--- src/rtl/fir_mac_seq.sv ---
// Sequencer for a serial symmetric FIR: one pre-adder, one MAC.
// Steps tap-pair addresses and pipelines accumulator control.
module fir_mac_seq #(
  parameter int NTAP = 31,
  parameter int AW   = 5,
  parameter int CW   = 4,
  parameter int PIPE = 2
) (
  input  logic          clk,
  input  logic          rst,
  input  logic          f_s,
  input  logic          ovr_clr,
  output logic          wr_en,
  output logic [AW-1:0] wr_addr,
  output logic [AW-1:0] rd_addr_a,
  output logic [AW-1:0] rd_addr_b,
  output logic [CW-1:0] coef_addr,
  output logic          mid,
  output logic          mac_clr,
  output logic          mac_en,
  output logic          dout_ld,
  output logic          busy,
  output logic          ovr
);

  localparam int H = (NTAP + 1) / 2;
  localparam bit ODD = (NTAP % 2) == 1;
  localparam logic [CW-1:0] KLAST = CW'(H - 1);
  localparam logic [AW-1:0] NM1 = AW'(NTAP - 1);
  localparam logic [2:0] DLAST =
    3'((PIPE > 0) ? PIPE - 1 : 0);

  typedef enum logic [2:0] {
    IDLE, WR, RUN, DRAIN, DONE
  } st_t;

  st_t st_q, st_d;
  logic [CW-1:0] k_q, k_d;
  logic [2:0] d_q, d_d;
  logic [AW-1:0] wptr_q;
  logic pl0, pl1, go;
  logic en_raw, clr_raw, run;
  logic [AW-1:0] a_run, b_run;
  logic [AW-1:0] a_hold, b_hold;
  logic [CW-1:0] c_hold;

  assign go = pl0 & ~pl1;
  assign run = (st_q == RUN);
  assign busy = (st_q != IDLE);
  assign wr_addr = wptr_q;

  // b walks up from the oldest sample while a walks down
  assign a_run = wptr_q - AW'(k_q);
  assign b_run = wptr_q - NM1 + AW'(k_q);

  assign rd_addr_a = run ? a_run : a_hold;
  assign rd_addr_b = run ? b_run : b_hold;
  assign coef_addr = run ? k_q : c_hold;

  always_ff @(posedge clk) begin
    if (!rst) begin
      st_q   <= IDLE;
      k_q    <= '0;
      d_q    <= '0;
      wptr_q <= '0;
      pl0    <= 1'b0;
      pl1    <= 1'b0;
      a_hold <= '0;
      b_hold <= '0;
      c_hold <= '0;
      ovr    <= 1'b0;
    end else begin
      st_q <= st_d;
      k_q  <= k_d;
      d_q  <= d_d;
      pl0  <= f_s;
      pl1  <= pl0;
      if (st_q == DONE)
        wptr_q <= wptr_q + 1'b1;
      if (run) begin
        a_hold <= a_run;
        b_hold <= b_run;
        c_hold <= k_q;
      end
      if (go && busy)
        ovr <= 1'b1;
      else if (ovr_clr)
        ovr <= 1'b0;
    end
  end

  always_comb begin
    st_d    = st_q;
    k_d     = k_q;
    d_d     = d_q;
    wr_en   = 1'b0;
    en_raw  = 1'b0;
    clr_raw = 1'b0;
    mid     = 1'b0;
    dout_ld = 1'b0;
    unique case (st_q)
      IDLE: begin
        if (go)
          st_d = WR;
      end
      WR: begin
        wr_en = 1'b1;
        k_d   = '0;
        st_d  = RUN;
      end
      RUN: begin
        en_raw  = 1'b1;
        clr_raw = (k_q == '0);
        mid     = ODD && (k_q == KLAST);
        if (k_q == KLAST) begin
          d_d  = '0;
          st_d = (PIPE == 0) ? DONE : DRAIN;
        end else begin
          k_d = k_q + 1'b1;
        end
      end
      DRAIN: begin
        if (d_q == DLAST)
          st_d = DONE;
        else
          d_d = d_q + 1'b1;
      end
      DONE: begin
        dout_ld = 1'b1;
        st_d    = IDLE;
      end
      default: st_d = IDLE;
    endcase
  end

  if (PIPE == 0) begin : g_nopipe
    assign mac_en  = en_raw;
    assign mac_clr = clr_raw;
  end else begin : g_pipe
    logic [PIPE-1:0] en_p, clr_p;
    always_ff @(posedge clk) begin
      if (!rst) begin
        en_p  <= '0;
        clr_p <= '0;
      end else begin
        en_p  <= (en_p << 1) | PIPE'(en_raw);
        clr_p <= (clr_p << 1) | PIPE'(clr_raw);
      end
    end
    assign mac_en  = en_p[PIPE-1];
    assign mac_clr = clr_p[PIPE-1];
  end

endmodule
--- config.mk ---
export PLATFORM = sky130hd
export DESIGN_NAME = fir_mac_seq
export DESIGN_NICKNAME = d
export VERILOG_FILES = /design/src/rtl/fir_mac_seq.sv
export SDC_FILE = /design/constraint.sdc
export NUM_CORES = 1
export LEC_CHECK = 0
export CAP_MARGIN = 30
export CORE_MARGIN = 2
export CORE_UTILIZATION = 40
export CTS_BUF_LIST = sky130_fd_sc_hd__clkbuf_4
export DETAILED_ROUTE_END_ITERATION = 8
export PLACE_DENSITY = 0.66
export SLEW_MARGIN = 30
export SYNTH_ARGS = -nofsm -noshare
export SYNTH_HDL_FRONTEND = slang
export SYNTH_SLANG_ARGS = --single-unit
--- constraint.sdc ---
create_clock -name clk -period 2.8 [get_ports clk]
set_input_delay 0.28 -clock clk [delete_from_list [all_inputs] [get_ports clk]]
set_output_delay 0.28 -clock clk [all_outputs]
set_load 0.02 [all_outputs]
* Yosys cells after proc, flatten, opt, wreduce, memory -nomap -nowiden
Cells that the tools add are included.
Storage, ports and cells: bits in registers 36, latch bits 0, bits in writable memories 0, ROM bits 0, output and inout port bits 26, memories kept 0
Cells by class: $add $sub $neg 6, multiply operators 0, div/mod/pow operators 0, $lt $le $gt $ge 0, eq/ne operators 11, shifts and indexed selects 0, multiplexer cells 19, bitwise logic cells 4, reductions and logical operators 10
Operators with widths (count):
- 3-bit two-way mux | 5
- 3-bit case mux with 4 select lines | 1
- 5-bit two-way mux | 2
- 4-bit two-way mux | 2
- 2-bit inequality test (second input constant) | 4
- 4-bit case mux with 2 select lines | 1
- 1-bit two-way mux | 7
- 3-bit by 1-bit equality test with 1-bit output (second input constant) | 2
- 3-bit by 2-bit equality test with 1-bit output (second input constant) | 2
- 3-bit case mux with 2 select lines | 1
- 3-bit AND reduction | 2
- 2-bit nonzero test | 3
- 5-bit by 1-bit adder with 5-bit output (second input constant) | 1
- 5-bit by 4-bit adder with 5-bit output | 1
- 5-bit by 4-bit subtractor with 5-bit output | 1
- 5-bit subtractor (second input constant) | 1
- 4-bit by 1-bit adder with 4-bit output (second input constant) | 1
- 4-bit equality test (second input constant) | 1
- 4-bit logical NOT | 1
- 2-bit by 1-bit OR with 2-bit output | 2
- 3-bit by 1-bit adder with 3-bit output (second input constant) | 1
- 3-bit equality test (second input constant) | 1
- 3-bit logical NOT | 1
- 3-bit nonzero test | 1
- other kinds (5) | 5

* Longest topological paths before layout
Gate-level depths: netlist of the first run.
word-level depth 4, mapped depth 8, mapped depth without buffers 8

* Worst setup path before layout of the first run
No wires, ideal clock.
kind reg-to-output, start reg wptr_q[1] (netlist: wr_addr[1]), end out rd_addr_b[3], arrival 2165 ps, required time 2520 ps, path slack 355 ps, stages on the path, launching flop included 7, path through dfxtp_1 -> inv_1 -> ha_1 -> nand2b_1 -> fa_1 -> xor2_1 -> o21ai_0
Between the ends: longest elaborated chain between the ends 3
RTL lines:
- start, declared | line 40 | logic [AW-1:0] wptr_q;
- start signal, assigned | line 79 | wptr_q <= wptr_q + 1'b1;
- 5-bit subtractor | line 54 | assign b_run = wptr_q - NM1 + AW'(k_q);
- 5-bit by 4-bit adder with 5-bit output | line 54
- 5-bit two-way mux
- end, declared | line 16 | output logic [AW-1:0] rd_addr_b,
No other way between the ends.

* Worst setup path after layout of the first run
start reg wptr_q[0] (netlist: wr_addr[0]), end out rd_addr_a[4]
Between the ends: longest elaborated chain between the ends 2
RTL lines:
- 5-bit by 4-bit subtractor with 5-bit output | line 53 | assign a_run = wptr_q - AW'(k_q);
- 5-bit two-way mux
- end, declared | line 15 | output logic [AW-1:0] rd_addr_a,
No other way between the ends.

==> reports/results.tsv, run 1 <==
metric	value	unit
Crit path top cell by count	inv_1	
post_cts resized	7	
share of the synthesized area in the top cell type	0.396	
TritonCTS Buffers	5	
MaxCap Viol Count	0	
R2R setup slack	0.85	ns
clk sink count	36	
Routed Antenna Nets	0	
hold crit path type	reg2reg	
critical path depth in cells	9	
Placed Instance Area	2220	sq um
Fin Hold WS	0.441	ns
antenna violations before repair	0	
H-Tree Depth	2	
count leader, synth	dfxtp_1	
Rel. slew slack	0.515	
Die Ht	71.5	um
Hold Vio Cnt, Final	0	
setup TNS	0	ns
largest cells by area after synthesis	dfxtp_1 (40%), ha_1 (10%), and2_1 (7.6%)	
register bit total from synthesis	36	
clk slew on worst S/H paths	0.12	ns
fin crit share	0.927	
Slew @ Worst Pin	0.725	ns
critical path data required time	2.52	ns
Leak Pwr	1.00	nW
hold path cells	1	
status	complete, no violations	
NetSw	0.000292	W
sequential fraction of the synthesis area	0.396	
worst-case clock buffer depth	2	
Synth Warn #	0	
Startpoint Class	flop	
Max Slew Vio Count	0	
Final Cell Area	2290	sq um
wire length per cell	12.6	um
Max FO, Critical Path	5	
endpoint class of the critical path	output pin	
Power Dens Cells	470	nW/um^2
cells on worst reg2reg path	7	
Top Family by Delay on Critical Path	adder cells	
last element of the critical path	rd_addr_a[4]	
first-pass GRT wire length	6500	um
Mapped Nets	229	
Die W	71.5	um
worst endpoint data arrival time	2.32	ns
Final setup viols	0	
largest stage delay on the critical path	0.41	ns
Pint	0.000786	W
CTS root buf	clkbuf_4	
critical path's slowest cell	fa_1	
fmax	385	MHz
vias per cell	5.01	
RSZ-0062 raised after global routing	no	
GPL Wtd Cong	0.859	
TritonCTS clock tree	built	
Synth top cells by count	dfxtp_1 (36), and2_1 (22), nand2_1 (19)	
worst path buffer plus inverter count	3	
total setup buffers inserted after CTS	0	
io pins	30	
Initial Util	0.416	
hold-fix buffer count after cts	0	
fraction of layout cells with a size suffix above 1	0.130	
ys flop type	dfxtp_1	
Setup CP Type	reg2out	
sw frac	0.270	
synth-to-layout area growth	25.8	%
# nets final	267	
synthesized instance count	208	
sequential share of power	0.502	
DRC errors left	0	
min Tclk post-route	2.60	ns
Worst VDD drop	323	uV
Vias	1497	
Clock Latency Late Sink	0.36	ns
drt pass-1 iters	4	
GRT Total Usage	0.162	
vias in the first global route	1374	
worst-path cell chain	inv_1 > ha_1 > inv_1 > fa_1 > a21o_1 > a21oi_2 > xnor2_1 > a21oi_1 > buf_2	
crit path from	wr_addr[0]	
syn avg cell area	8.76	sq um
total congestion overflow	0	
Antenna Cells	0	
Reg-to-Reg Start	k_q[1]	
pin count of the biggest net entering global routing	25	
Post-synth ARST share	0	
# rows	24	
dpl hpwl	2710	um
area of the core	4380	sq um
Worst Skew	0.0116	ns
R2R Path End	b_hold[3]	
full die area	5110	sq um
initial DRC count	56	
DRT Wirelength	3770	um
Gate power share	0.149	
clock power share	0.349	
I/O Buffers	29	
Synth area leader	dfxtp_1	
EDFF count, synth	0	
Synth Cell Area	1820	sq um
synth unique cells	35	
worst min path at each step:
stage,start,end,slack [ns]
after global placement,g_pipe.clr_p[0],g_pipe.clr_p[1],0.41
after global routing,g_pipe.clr_p[0],g_pipe.clr_p[1],0.47
final,g_pipe.clr_p[0],g_pipe.clr_p[1],0.44
after floorplan,g_pipe.clr_p[0],g_pipe.clr_p[1],0.41
after detailed placement,g_pipe.clr_p[0],g_pipe.clr_p[1],0.41
after CTS,g_pipe.clr_p[0],g_pipe.clr_p[1],0.44
layout by cell type, fill, tap and decap left out, types with 2 or more instances in the layout:
cell	synthesis	final
clkbuf_4	0	5
xnor2_1	7	7
or3_1	2	2
dfxtp_2	0	2
nand2b_1	2	2
nand3_1	5	5
o211ai_1	2	2
clkdlybuf4s50_1	0	23
a21o_1	3	3
fa_1	2	2
a21oi_1	14	13
nand4_1	2	2
o21ai_0	18	18
xor2_1	3	3
and2_1	22	22
nor2b_1	5	5
clkbuf_2	0	3
nor3b_1	3	3
a21boi_0	2	2
dfxtp_1	36	34
inv_1	13	13
nand2_1	19	19
ha_1	15	14
buf_4	1	11
nor2_1	10	10
nor3b_2	2	2
registers in the layout, summed over array words and instances, names as in the netlist, 2 cells and up:
signal        count
g_pipe.en_p       2
b_hold            5
c_hold            4
g_pipe.clr_p      2
d_q               3
k_q               4
st_q              3
wr_addr           5
a_hold            5
area by class of cell:
class	count	area [sq um]
fillers	449	2090
inverters	13	48.8
well taps	52	65.1
multi-input cells	150	1020
clock inverters	3	42.5
flip-flops and latches	36	723
repair buffers	40	354
clock buffers	5	37.5
cells by family (layout without fill, tap and decap cells):
family,Yosys count,in the layout,share of synthesized area
fa+ha+maj,17,17,0.125
simple gates,81,81,0.255
buf+inv,22,61,0.0474
flops,36,36,0.396
xor+xnor,10,10,0.0481
compound gates,42,42,0.129
power by group through the flow:
stage	Sequential (W)	Combinational [W]	Clock [W]
after global routing	0.000544	0.000177	0.000416
after detailed placement	0.000553	0.000165	0
after CTS	0.000541	0.000164	0.000387
after global placement	0.000552	0.000165	0
final	0.000541	0.000161	0.000376
after floorplan	0.000549	0.000105	0
stage by stage:
| step | worst slack, ns | total power [W] | util | instances |
|---|---|---|---|---|
| floorplan | 0.355 | 0.000654 | - | 208 |
| global placement | 0.0842 | 0.000717 | 0.507 | 291 |
| detailed placement | 0.111 | 0.000718 | 0.507 | 291 |
| CTS | 0.0243 | 0.00109 | 0.524 | 299 |
| global route | 0.0370 | 0.00114 | 0.523 | 299 |
| finish | 0.205 | 0.00108 | 0.523 | 299 |
metal layers:
layer	vias to the layer above	routed length, um	GRT usage
li1	771	-	-
met1	687	1850	0.223
met2	31	1700	0.249
met3	8	154	0.0380
met4	0	67	0.0566
met5	-	0	0
(Power assumes the default switching activity.)
==> inputs of run 2 (changes only) <==
--- a/config.mk
+++ b/config.mk
@@ -5,11 +5,13 @@
 export SDC_FILE = /design/constraint.sdc
 export NUM_CORES = 1
 export LEC_CHECK = 0
+export ABC_AREA = 0
 export CAP_MARGIN = 30
 export CORE_MARGIN = 2
 export CORE_UTILIZATION = 40
 export CTS_BUF_LIST = sky130_fd_sc_hd__clkbuf_4
 export DETAILED_ROUTE_END_ITERATION = 8
+export GPL_TIMING_DRIVEN = 0
 export PLACE_DENSITY = 0.66
 export SLEW_MARGIN = 30
 export SYNTH_ARGS = -nofsm -noshare
==> run 2 against run 1 <==
Against the previous run:
- maximum frequency is 4.6% lower
- flip-flop and latch count stayed put
- non-clock buffer count is 3 lower
- design area is 1.5% lower
- total power is 0.50% higher
- first-iteration DRC count is 29% higher
- routed wire length is 2.4% higher
- global-route usage is 0.27 points higher
- clock skew is 0.0016 ns higher
- clock power is 2% higher
==> reports/results.tsv, run 2 (synthesis gave the netlist of run 1 again) <==
metric	value	unit	change
status	complete, no violations		
Fin Hold WS	0.310	ns	-0.131 ns
synth-to-layout area growth	24.0	%	
Final Cell Area	2260	sq um	-1.5%
Leak Pwr	0.978	nW	-2.4%
worst-path cell chain	buf_4 > or3b_4 > clkbuf_1 > o21ai_0 > clkdlybuf4s50_1		
Final setup viols	0		unchanged
GRT Total Usage	0.165		+0.00274
min Tclk post-route	2.72	ns	+0.126 ns
io pins	30		unchanged
commonest non-fill, non-tap cell in the layout	dfxtp_1		
critical path's slowest cell	clkdlybuf4s50_1		
critical path data required time	2.52	ns	about the same
TritonCTS clock tree	built		
cells on worst reg2reg path	7		unchanged
I/O Buffers	28		-3.4%
Antenna Cells	0		unchanged
pin count of the biggest net entering global routing	13		-48%
Die W	71.5	um	unchanged
Vias	1457		-2.7%
Worst VDD drop	317	uV	-1.8%
Placed Instance Area	2170	sq um	-2.5%
initial DRC count	72		+29%
vias in the first global route	1372		-0.15%
drt pass-1 iters	4		unchanged
first-pass GRT wire length	6580	um	+1.3%
full die area	5110	sq um	unchanged
Slew @ Worst Pin	0.473	ns	-0.252 ns
Hold Vio Cnt, Final	0		unchanged
hold crit path type	in2reg		
Initial Util	0.416		unchanged
fmax	367	MHz	-4.6%
GPL Wtd Cong	0.828		-3.6%
Reg-to-Reg Start	k_q[1]		
Max FO, Critical Path	10		+5
DRT Wirelength	3860	um	+2.4%
endpoint class of the critical path	output pin		
Clock Latency Late Sink	0.36	ns	about the same
# nets final	264		-1.1%
hold-fix buffer count after cts	0		unchanged
worst-case clock buffer depth	2		unchanged
Worst Hold Launch	rst		
fin crit share	0.972		+0.0449
Routed Antenna Nets	0		unchanged
CTS root buf	clkbuf_4		
area of the core	4380	sq um	unchanged
Worst Skew	0.0132	ns	+0.00162 ns
Rel. slew slack	0.684		+0.168
worst endpoint data arrival time	2.44	ns	+0.12 ns
clk slew on worst S/H paths	0.12	ns	about the same
R2R setup slack	0.85	ns	about the same
hold path cells	3		+2
wire length per cell	13.0	um	+3.5%
total congestion overflow	0		unchanged
WHS Endpoint	d_q[2]		
total setup buffers inserted after CTS	0		unchanged
Top Family by Delay on Critical Path	buffers and inverters		
most frequent cells in the layout	dfxtp_1 (30), and2_1 (22), clkdlybuf4s50_1 (21)		
largest stage delay on the critical path	0.65	ns	+0.24 ns
R2R Path End	b_hold[3]		
dpl hpwl	2790	um	+2.8%
antenna violations before repair	0		unchanged
DRC errors left	0		unchanged
Setup CP Type	reg2out		
worst path buffer plus inverter count	3		unchanged
H-Tree Depth	2		unchanged
MaxCap Viol Count	0		unchanged
# rows	24		unchanged
Max Slew Vio Count	0		unchanged
Startpoint Class	flop		
clk sink count	36		unchanged
Die Ht	71.5	um	unchanged
fraction of layout cells with a size suffix above 1	0.102		-0.0271
Power Dens Cells	480	nW/um^2	+2.0%
TritonCTS Buffers	5		unchanged
vias per cell	4.92		-1.7%
RSZ-0062 raised after global routing	yes		
[run 2: layout make-up]
type / count / area (sq um)
fill: 431 / 2130
multi-input combinational: 150 / 1020
sequential: 36 / 733
timing repair buffer: 28 / 269
tap: 52 / 65.1
inverter: 13 / 48.8
clock inverter: 3 / 42.5
buffer: 9 / 38.8
clock buffer: 5 / 37.5
[run 2: per-layer routing]
layer | vias to the layer above | wire length, um | global-route usage
li1 | 771 | - | -
met1 | 653 | 1930 | 0.232
met2 | 24 | 1670 | 0.245
met3 | 9 | 167 | 0.0352
met4 | 0 | 89 | 0.0692
met5 | - | 0 | 0
[run 2: how the worst max path moves through the flow]
stage / cells past startpoint / endpoint / startpoint
after global placement: 9 / rd_addr_b[4] / k_q[2]
after CTS: 9 / rd_addr_b[4] / k_q[2]
final: 5 / coef_addr[1] / st_q[1]
after floorplan: 6 / rd_addr_b[3] / wr_addr[1]
after global routing: 5 / coef_addr[1] / st_q[1]
after detailed placement: 9 / rd_addr_b[4] / k_q[2]
[run 2: timing repair]
| item | 4_1_cts | 5_1_grt |
|---|---|---|
| gates resized for setup | 15 | 15 |
| pin swaps | 0 | 0 |
| endpoints found under the setup margin | 5 | 10 |
[run 2: worst min-delay path, stage by stage]
cell	delay [ns]
clkbuf_1	0.19
nand2_1	0.10
o21ai_0	0.06
[run 2: where the power goes]
part	switching, W	internal (W)	total [W]	leakage, nW
registers	0.00000875	0.000527	0.000536	0.295
logic	0.0000951	0.0000696	0.000165	0.642
clock network	0.000197	0.000186	0.000383	0.0412
[run 2: through the flow]
stage                     total power [W]  instances   util  setup TNS [ns]  setup WS (ns)
after floorplan                  0.000654        208      -               0          0.355
after global placement           0.000716        288  0.494         -0.0563        -0.0563
after detailed placement         0.000718        288  0.494         -0.0694        -0.0694
after CTS                         0.00109        296  0.514               0         0.0123
after global routing              0.00113        296  0.515         -0.0730        -0.0373
final                             0.00108        296  0.515               0         0.0787
==> inputs of run 3 (changes only) <==
--- a/config.mk
+++ b/config.mk
@@ -13,6 +13,7 @@
 export DETAILED_ROUTE_END_ITERATION = 8
 export GPL_TIMING_DRIVEN = 0
 export PLACE_DENSITY = 0.66
+export SKIP_CTS_REPAIR_TIMING = 1
 export SLEW_MARGIN = 30
 export SYNTH_ARGS = -nofsm -noshare
 export SYNTH_HDL_FRONTEND = slang
==> constraint.sdc (replaced) <==
create_clock -name clk -period 2.8 [get_ports clk]
set_input_delay 0.28 -clock clk [delete_from_list [all_inputs] [get_ports clk]]
set_output_delay 0.28 -clock clk [all_outputs]
set_load 0.005 [all_outputs]
==> run 3 against run 2 <==
Against the previous run:
- combinational power fell by 9.7%
- clock-buffer cell count is the same
- first-iteration DRC count is 14% higher
- critical path type unchanged
- critical endpoint is now rd_addr_b[4]
- largest cell class unchanged
- highest routed layer unchanged
==> reports/results.tsv, run 3 (synthesis gave the netlist of run 1 again) <==
metric	value	unit	change
Die W	71.5	um	unchanged
Worst VDD drop	305	uV	-4.0%
most frequent cells in the layout	dfxtp_1 (30), clkdlybuf4s50_1 (26), and2_1 (22)		
met1 GRT Util	0.231		-0.000878
met3 global-route usage	0.0338		-0.00141
initial DRC count	82		+14%
Final setup viols	0		unchanged
DRC errors left	0		unchanged
antenna violations before repair	0		unchanged
# nets final	267		+1.1%
Rel. slew slack	0.631		-0.0523
worst endpoint data arrival time	2.51	ns	+0.07 ns
commonest non-fill, non-tap cell in the layout	dfxtp_1		
Leak Pwr	0.980	nW	+0.21%
# rows	24		unchanged
Max FO, Critical Path	7		-3
endpoint class of the critical path	output pin		
Hold Vio Cnt, Final	0		unchanged
GPL Wtd Cong	0.828		unchanged
full die area	5110	sq um	unchanged
vias per cell	4.91		-0.32%
Routed Antenna Nets	0		unchanged
status	complete, no violations		
io pins	30		unchanged
DRT Wirelength	3980	um	+3.0%
vias in the first global route	1362		-0.73%
Power Dens Cells	450	nW/um^2	-6.3%
Die Ht	71.5	um	unchanged
H-Tree Depth	2		unchanged
hold crit path type	in2reg		
final cell count without fillers	299		+1.0%
fin crit share	0.997		+0.0252
Slew @ Worst Pin	0.551	ns	+0.0782 ns
Antenna Cells	0		unchanged
CTS root buf	clkbuf_4		
layer with the highest usage	met2		
first-pass GRT wire length	6560	um	-0.32%
Cells after DPL	288		unchanged
wire length per cell	13.3	um	+1.9%
Clock Latency Late Sink	0.36	ns	about the same
TritonCTS Buffers	5		unchanged
pin count of the biggest net entering global routing	13		unchanged
dpl hpwl	2790	um	unchanged
drt pass-1 iters	4		unchanged
GRT Total Usage	0.164		-0.000883
M2 GR Usage	0.247		+0.00206
I/O Buffers	28		unchanged
Vias	1467		+0.69%
MaxCap Viol Count	0		unchanged
Initial Util	0.416		unchanged
Final Cell Area	2370	sq um	+4.9%
Setup CP Type	reg2out		
fraction of layout cells with a size suffix above 1	0.138		+0.0352
clk slew on worst S/H paths	0.12	ns	about the same
min Tclk post-route	2.79	ns	+0.0705 ns
RSZ-0062 raised after global routing	yes		
worst-case clock buffer depth	2		unchanged
area of the core	4380	sq um	unchanged
TritonCTS clock tree	built		
total congestion overflow	0		unchanged
Layout fillers	412		-4.4%
Startpoint Class	flop		
largest stage delay on the critical path	0.51	ns	-0.14 ns
critical path data required time	2.52	ns	about the same
fmax	358	MHz	-2.5%
Worst Skew	0.00950	ns	-0.00371 ns
synth-to-layout area growth	30.1	%	
Crit path top cell by count	ha_4		
worst-path cell chain	inv_1 > ha_4 > inv_2 > ha_4 > nand2_1 > o21ai_2 > xnor2_1 > a21oi_1 > clkdlybuf4s50_1		
Placed Instance Area	2170	sq um	unchanged
Max Slew Vio Count	0		unchanged
critical path's slowest cell	clkdlybuf4s50_1		
clk sink count	36		unchanged
-- run 3: through the flow --
stage | hold WS [ns] | utilization | power [W] | TNS [ns] | setup slack, ns
2_1_floorplan | 0.406 | - | 0.000632 | 0 | 0.783
3_5_place_dp | 0.430 | 0.494 | 0.000695 | 0 | 0.0338
3_3_place_gp | 0.414 | 0.494 | 0.000694 | 0 | 0.0469
4_1_cts | 0.294 | 0.513 | 0.00108 | -1.08 | -0.405
5_1_grt | 0.326 | 0.541 | 0.00111 | -0.109 | -0.104
6_report | 0.307 | 0.541 | 0.00107 | 0 | 0.00817
-- run 3: report_power, final --
group	internal, W	switching (W)
Clock	0.000186	0.000198
Sequential	0.000524	0.00000844
Combinational	0.0000742	0.0000746
Total	0.000785	0.000281
-- run 3: worst max-delay path: cells and delay by family, from the launching register on --
family | cells | cell delay (ns)
buffers and inverters | 3 | 0.67
DFF | 1 | 0.40
adders and majority gates | 2 | 0.58
xor gates and xnor gates | 1 | 0.12
and+or+nand+nor | 1 | 0.06
AOI/OAI and AO/OA | 2 | 0.32
-- run 3: worst paths after layout --
| path | slack, ns | endpoint | cells after the start | start |
|---|---|---|---|---|
| min | 0.31 | k_q[1] | 3 | rst |
| min reg2reg | 0.45 | g_pipe.clr_p[1] | 1 | g_pipe.clr_p[0] |
| max reg2reg | 0.97 | b_hold[3] | 7 | k_q[1] |
| max | 0.008 | rd_addr_b[4] | 9 | k_q[3] |
-- run 3: routing by layer --
| layer | vias up | wire [um] |
|---|---|---|
| li1 | 775 | - |
| met1 | 663 | 1980 |
| met2 | 22 | 1760 |
| met3 | 7 | 157 |
| met4 | 0 | 69 |
| met5 | - | 0 |
-- run 3: cell type report --
cell class              instances  area, sq um  area share
well taps                      52         65.1      0.0275
clock buffers                   5         37.5      0.0158
inverters                      13         52.6      0.0222
repair buffers                 31          308       0.130
clock inverters                 3         42.5      0.0180
multi-input cells             150         1090       0.458
flip-flops and latches         36          741       0.313
plain buffers                   9         37.5      0.0158
